[src/rtl/fpu_stream_pkg.sv]
// fpu_stream_pkg: state encoding and chunk-count helper shared by the FPU stream controller.
package fpu_stream_pkg;
    typedef enum logic [2:0] {IDLE, LOAD_A, LOAD_B, START, WAIT, SEND} state_e;
    function automatic int chunks(input int data_w, input int bus_w);
        return (data_w + bus_w - 1) / bus_w;
    endfunction
endpackage

[src/rtl/stream_shifter.sv]
// stream_shifter: LSB-first chunk shift register with beat counter, used for both operand assembly and result serialisation.
module stream_shifter
    import fpu_stream_pkg::*;
#(
    parameter int DATA_W = 16,
    parameter int BUS_W  = 10,
    parameter int OUT_W  = 16
) (
    input  logic              clock,
    input  logic              reset,
    input  logic              clear_i,
    input  logic              load_i,
    input  logic [DATA_W-1:0] load_data_i,
    input  logic              shift_i,
    input  logic [BUS_W-1:0]  shift_data_i,
    output logic [OUT_W-1:0]  next_o,
    output logic              last_o
);
    localparam int CHUNKS = chunks(DATA_W, BUS_W);
    localparam int SW = CHUNKS * BUS_W;
    localparam int CW = CHUNKS > 1 ? $clog2(CHUNKS) : 1;
    logic [SW-1:0] sr_q, sr_d;
    logic [SW+BUS_W-1:0] cat;
    logic [CW-1:0] cnt_q, cnt_d;
    assign last_o = cnt_q == CW'(CHUNKS - 1);
    assign next_o = sr_d[OUT_W-1:0];
    // New chunks enter at the top so the first beat ends up least significant.
    always_comb begin
        cat = {shift_data_i, sr_q};
        sr_d = load_i ? SW'(load_data_i) : shift_i ? cat[SW+BUS_W-1:BUS_W] : sr_q;
        cnt_d = (load_i || clear_i) ? '0 : shift_i ? (last_o ? '0 : cnt_q + 1'b1) : cnt_q;
    end
    always_ff @(posedge clock) begin
        if (reset) begin
            sr_q <= '0;
            cnt_q <= '0;
        end else begin
            sr_q <= sr_d;
            cnt_q <= cnt_d;
        end
    end
endmodule

[src/rtl/fpu_stream_ctrl.sv]
// fpu_stream_ctrl: loads opcode and operands from narrow input beats, launches the FPU, and streams the result
// (or an all-ones timeout result) back out in narrow beats.
module fpu_stream_ctrl
    import fpu_stream_pkg::*;
#(
    parameter int DATA_W  = 16,
    parameter int BUS_W   = 10,
    parameter int OP_W    = 4,
    parameter int TIMEOUT = 64
) (
    input  logic              clock,
    input  logic              reset,
    input  logic [BUS_W-1:0]  in_data,
    input  logic              in_valid,
    output logic              in_ready,
    output logic [DATA_W-1:0] calc_a,
    output logic [DATA_W-1:0] calc_b,
    output logic [OP_W-1:0]   calc_op,
    output logic              calc_start,
    input  logic              calc_done,
    input  logic [DATA_W-1:0] calc_result,
    output logic [BUS_W-1:0]  out_data,
    output logic              out_valid,
    input  logic              out_ready,
    output logic              err,
    output logic              busy
);
    localparam int TW = $clog2(TIMEOUT + 1);
    state_e state_q;
    logic [TW-1:0] wait_q;
    logic [DATA_W-1:0] a_q, b_q, in_next;
    logic [OP_W-1:0] op_q;
    logic [BUS_W-1:0] out_q, out_next;
    logic err_q, loading, in_xfer, out_xfer, done_hit, time_hit, capture, in_last, out_last;
    assign loading = state_q == LOAD_A || state_q == LOAD_B;
    assign in_ready = !reset && (state_q == IDLE || loading);
    assign in_xfer = in_valid && in_ready;
    assign out_valid = state_q == SEND;
    assign out_xfer = out_valid && out_ready;
    assign done_hit = state_q == WAIT && calc_done;
    assign time_hit = state_q == WAIT && !calc_done && wait_q == TW'(TIMEOUT - 1);
    assign capture = done_hit || time_hit;
    assign calc_start = state_q == START;
    assign busy = state_q != IDLE;
    assign {calc_a, calc_b, calc_op, out_data, err} = {a_q, b_q, op_q, out_q, err_q};
    stream_shifter #(.DATA_W(DATA_W), .BUS_W(BUS_W), .OUT_W(DATA_W)) u_in (
        .clock(clock), .reset(reset), .clear_i(state_q == IDLE), .load_i(1'b0), .load_data_i('0),
        .shift_i(in_xfer && loading), .shift_data_i(in_data), .next_o(in_next), .last_o(in_last)
    );
    stream_shifter #(.DATA_W(DATA_W), .BUS_W(BUS_W), .OUT_W(BUS_W)) u_out (
        .clock(clock), .reset(reset), .clear_i(1'b0), .load_i(capture),
        .load_data_i(done_hit ? calc_result : '1), .shift_i(out_xfer), .shift_data_i('0),
        .next_o(out_next), .last_o(out_last)
    );
    always_ff @(posedge clock) begin
        if (reset) begin
            state_q <= IDLE;
            wait_q <= '0;
            a_q <= '0;
            b_q <= '0;
            op_q <= '0;
            out_q <= '0;
            err_q <= 1'b0;
        end else begin
            if (capture || out_xfer) out_q <= out_next;
            if (state_q == IDLE && in_xfer) op_q <= in_data[OP_W-1:0];
            if (state_q == LOAD_A && in_xfer && in_last) a_q <= in_next;
            if (state_q == LOAD_B && in_xfer && in_last) b_q <= in_next;
            case (state_q)
                IDLE:    if (in_xfer) state_q <= LOAD_A;
                LOAD_A:  if (in_xfer && in_last) state_q <= LOAD_B;
                LOAD_B:  if (in_xfer && in_last) state_q <= START;
                START: begin
                    wait_q <= '0;
                    state_q <= WAIT;
                end
                WAIT: begin
                    wait_q <= wait_q + 1'b1;
                    if (capture) begin
                        err_q <= time_hit;
                        state_q <= SEND;
                    end
                end
                SEND: if (out_xfer && out_last) begin
                    err_q <= 1'b0;
                    state_q <= IDLE;
                end
                default: state_q <= IDLE;
            endcase
        end
    end
endmodule

[config.mk]
export PLATFORM = sky130hd
export DESIGN_NAME = fpu_stream_ctrl
export DESIGN_NICKNAME = d
export VERILOG_FILES = /design/src/rtl/fpu_stream_pkg.sv /design/src/rtl/stream_shifter.sv /design/src/rtl/fpu_stream_ctrl.sv
export SDC_FILE = /design/constraint.sdc
export NUM_CORES = 1
export LEC_CHECK = 0
export CAP_MARGIN = 20
export CORE_MARGIN = 5
export CORE_UTILIZATION = 48
export DETAILED_ROUTE_END_ITERATION = 10
export DONT_BUFFER_PORTS = 1
export REMOVE_ABC_BUFFERS = 1
export SYNTH_ARGS = -nofsm -noshare
export SYNTH_HDL_FRONTEND = slang
export SYNTH_HIERARCHICAL = 1
export SYNTH_SLANG_ARGS = --single-unit
[constraint.sdc]
create_clock -name clock -period 5.94 [get_ports clock]
set_clock_uncertainty 0.15 [all_clocks]
set_input_delay 1.188 -clock clock [delete_from_list [all_inputs] [get_ports clock]]
set_output_delay 1.188 -clock clock [all_outputs]
set_load 0.05 [all_outputs]
Word-level counts from Yosys, hierarchy flattened
Cells that the tools add are included.

operators by class
  shift operators = 0
  div/mod/pow operators = 0
  bitwise operators = 0
  mux-type cells = 16
  reductions and logical operators = 29
  $add $sub $neg = 3
  magnitude comparators = 0
  $mul = 0
  equality and inequality tests = 11

operators by type and width
  kind                                                                     number
  16-bit two-way mux                                                       4
  3-bit case mux with 6 select lines                                       1
  3-bit two-way mux                                                        5
  1-bit logical AND                                                        14
  7-bit case mux with 2 select lines                                       1
  7-bit by 1-bit adder with 7-bit output, second input constant            1
  7-bit by 6-bit equality test with 1-bit output, second input constant    1
  3-bit by 2-bit equality test with 1-bit output, second input constant    2
  3-bit equality test, second input constant                               2
  2-bit by 1-bit inequality test with 1-bit output, second input constant  3
  2-bit nonzero test                                                       3
  5-bit AND reduction                                                      1
  1-bit logical OR                                                         4
  1-bit two-way mux                                                        4
  2-bit inequality test, second input constant                             2
  2-bit OR reduction                                                       2
  3-bit by 1-bit equality test with 1-bit output, second input constant    1
  3-bit zero test                                                          1
  3-bit AND reduction                                                      1
  3-bit nonzero test                                                       1
  1-bit adder, second input constant                                       2
  1-bit zero test                                                          2
  1-bit case mux with 2 select lines                                       1

storage, ports and cells
  ROM bits = 0
  latch bits = 0
  memories kept = 0
  flip-flop bits (word level) = 95
  logic and storage cells = 72
  bits in writable memories = 0
  bits of input ports = 31

Longest topological paths before layout
  word-level depth = 8
  depth in mapped cells = 11
  depth with buffers taken out = 8

Cells and area by module
The synthesis kept the hierarchy.

by module, submodules not included
  module                  instances  area each (µm²)  cells each  sequential area each (µm²)
  fpu_stream_ctrl         1          2,521.2          270         1,141.1
  stream_shifter (u_out)  1          1,114.8          109         420.4
  stream_shifter (u_in)   1          1,037.2          106         420.4

Worst setup path before layout
Ideal clock, no wire load.

  path type = input to output
  from = input port reset
  to = output port in_ready
  setup slack = 2,710 ps
  arrival = 1,892 ps
  stages = 3
  data required time = 4,602 ps
  cell sequence = clkbuf_1 > nor2_1 > and2_1

between the ends
  cells in the longest elaborated chain, start to end = 2

RTL lines
  what               line                   source
  start, declared    fpu_stream_ctrl.sv:12  input logic reset,
  1-bit zero test    fpu_stream_ctrl.sv:36  assign in_ready = !reset && (state_q == IDLE || loading);
  1-bit logical AND  fpu_stream_ctrl.sv:36
  end, declared      fpu_stream_ctrl.sv:15  output logic in_ready,

Every way passes these cells.

Final worst setup path
Ends and elaborated chain as after synthesis.

==> flow_metrics.env <==
export IMPL_drc=0
export IMPL_die_area_sq_um=11800
export IMPL_io_pins=82
export IMPL_vias_per_cell=5.14
export IMPL_clk_latency_ns=0.35
export IMPL_first_pass_iters=4
export IMPL_cp_cell_sequence="nor2_1 > and2_1"
export IMPL_max_freq_mhz=315
export IMPL_num_vias=3217
export IMPL_power_density_nw_per_um2=255
export IMPL_cp_end_kind="primary output"
export IMPL_critPathMaxStageDelay_ns=0.47
export IMPL_nNetsFinal=520
export IMPL_portBuffers=0
export IMPL_clk_pin_slew_worst_paths_ns=0.08
export IMPL_diodes=0
export IMPL_place_ws_ns=2.55
export IMPL_period_needed_ns=3.18
export IMPL_antenna_found_initial=0
export IMPL_grt_pass1_wl_mm=15.0
export IMPL_dp_cells=609
export IMPL_ir_drop_mv=0.126
export IMPL_leakagePower_nw=1.99
export IMPL_postLayoutCellArea_sq_um=4920
export IMPL_core_area_sq_um=9640
export IMPL_wire_per_inst_um=14.8
export IMPL_fillCellCount=959
export IMPL_slew_viol_final=0
export IMPL_chipWidth_um=109
export IMPL_grt_max_degree=106
export IMPL_gp_congestion=0.753
export IMPL_cts_setup_buffers=0
export IMPL_status="completed"
export IMPL_period_share=0.535
export IMPL_crit_family="simple AND/OR/NAND/NOR gates"
export IMPL_grt_pass1_vias=3149
export IMPL_cts_buffer_depth=2
export IMPL_netlist_instances=485
export IMPL_dpl_cell_area_sq_um=4670
export IMPL_startpoint="reset"
export IMPL_initial_utilization=0.485
export IMPL_fin_hold_ws_ns=0.332
export IMPL_synth_ff_latch_count=99
export IMPL_synth_distinct_cells=45
export IMPL_dr_first_iter_drc_count=97
export IMPL_r2r_start="state_q[0]"
export IMPL_cts_buffers=9
export IMPL_overflow=0
export IMPL_root_buffer="clkbuf_8"
export IMPL_die_h_um=109
export IMPL_final_hold_viol_count=0
export IMPL_clock_sinks=99
export IMPL_path_buf_inv=0
export IMPL_worstHoldPathType="reg -> reg"
export IMPL_fin_ws_ns=2.76
export IMPL_tritoncts="yes"
export IMPL_routed_wl_mm=9.25
export IMPL_ys_seq_area_frac=0.424
export IMPL_finalSetupViolCount=0
export IMPL_synthArstFlopShare=0
export IMPL_maxCapViolations=0
export IMPL_track_usage=0.161
export IMPL_critical_path_class="in -> out"
export IMPL_p_total_mw=1.25
export IMPL_tightest_slew_ns=1.05
export IMPL_hold_path_startpoint="wait_q[1]"
export IMPL_avgSynthCellArea_sq_um=9.64
export IMPL_synth_area_sq_um=4670
export IMPL_stdcell_count=626
export IMPL_crit_required_ns=4.60
export IMPL_synthFlopType="dfxtp_1"
export IMPL_synth_warnings=6
export IMPL_arrival_ns=1.84
export IMPL_cp_start_kind="primary input"
export IMPL_cp_slowest_cell="and2_1"
export IMPL_fin_util=0.510
export IMPL_synthToLayoutAreaGrowth_pct=5.25
export IMPL_hold_buffers=0
export IMPL_synth_edff_count=0
export IMPL_rows=36
export IMPL_max_slew_margin_rel=0.296
export IMPL_final_setup_tns_ns=0
export IMPL_crit_fanout=105
export IMPL_rsz0062_at_grt="no"
export IMPL_hpwlAfterDp_mm=6.15
export IMPL_cts_resized=0
export IMPL_cts_htree_levels=3
export IMPL_ant_nets=0
export IMPL_drive_gt1_frac=0.0710
-- flip-flops by register name (all words and copies together) (netlist names) --
name          flops
calc_b           16
calc_a           16
out_data         10
calc_op           4
err               1
wait_q            7
state_q           3
u_out/last_o      1
u_out/sr_q       20
u_in/sr_q        20
u_in/last_o       1
-- cells by family after synthesis --
kind of cell    count (synthesis)  synth area share
xor+xnor                        3           0.00562
simple gates                  163             0.190
mux                            87             0.187
other cells                     1          0.000802
buf+inv                        53            0.0744
compound gates                 78             0.115
flops                          99             0.424
fa+ha+maj                       1           0.00268
-- final cells by class --
type	count	area, sq um	share of cell area
Multi-Input combinational cell	368	2470	0.503
Sequential cell	99	1980	0.403
Clock buffer	10	128	0.0259
Tap cell	133	166	0.0338
Inverter	5	18.8	0.00382
Clock inverter	6	111	0.0226
Timing Repair Buffer	5	37.5	0.00763
-- final timing paths --
path                                    end  slack [ns]  cells after the start
worst min-delay path              wait_q[1]        0.33                      2
worst max-delay path               in_ready        2.76                      2
worst min register to register    wait_q[1]        0.33                      2
worst max register to register  out_data[8]        3.07                      4
-- power by group --
| part | internal, mW | switching (mW) | total [mW] | leakage, nW |
|---|---|---|---|---|
| Clock | 0.281 | 0.230 | 0.511 | 0.117 |
| Sequential | 0.673 | 0.0123 | 0.686 | 0.802 |
| Combinational | 0.0236 | 0.0340 | 0.0575 | 1.07 |
| Total | 0.978 | 0.277 | 1.25 | 1.99 |
-- cell usage after synthesis (2+ instances only) --
library cell	instances	share of area
nand2b_1	21	0.028
clkbuf_2	2	0.0021
buf_4	13	0.021
and2_1	2	0.0027
a211oi_1	24	0.039
buf_12	3	0.013
a21oi_1	35	0.037
or3_1	18	0.024
a2111oi_0	2	0.0037
nand4_1	2	0.0027
a211oi_2	8	0.021
buf_2	9	0.0096
nor2b_1	33	0.044
buf_6	5	0.012
xnor2_1	2	0.0037
dfxtp_1	99	0.42
inv_1	3	0.0024
mux2i_1	86	0.18
o21ai_0	3	0.0032
inv_2	2	0.0016
nand2_1	8	0.0064
or2_1	2	0.0027
and3_1	4	0.0054
clkbuf_1	16	0.013
nand3b_1	3	0.0048
nor3_1	4	0.0043
o211a_1	2	0.0043
nand3_1	4	0.0043
nor2_1	54	0.043
-- routing by layer --
| metal | global-route usage | routed length, um | share of wire |
|---|---|---|---|
| met1 | 0.187 | 4000 | 0.43 |
| met4 | 0.0658 | 143 | 0.015 |
| met3 | 0.0515 | 626 | 0.068 |
| met2 | 0.272 | 4490 | 0.48 |
| met5 | 0 | 0 | 0 |
-- cells in the final DEF, fill, tap and decap left out, types with 2 or more instances in the layout --
cell / instances
and2_1: 2
o211a_1: 2
nand3b_1: 3
bufinv_16: 3
a21oi_1: 35
inv_2: 2
nor3_1: 4
nand2b_1: 21
buf_4: 5
or3_1: 18
o21ai_0: 3
a211oi_2: 8
and3_1: 4
nor2_1: 54
nand4_1: 2
nand2_1: 8
clkbuf_8: 9
a2111oi_0: 2
inv_1: 3
xnor2_1: 2
a211oi_1: 24
conb_1: 36
nor2b_1: 33
nand3_1: 4
or2_1: 2
dfxtp_1: 99
mux2i_1: 86
Power figures use the tool's default switching activity.
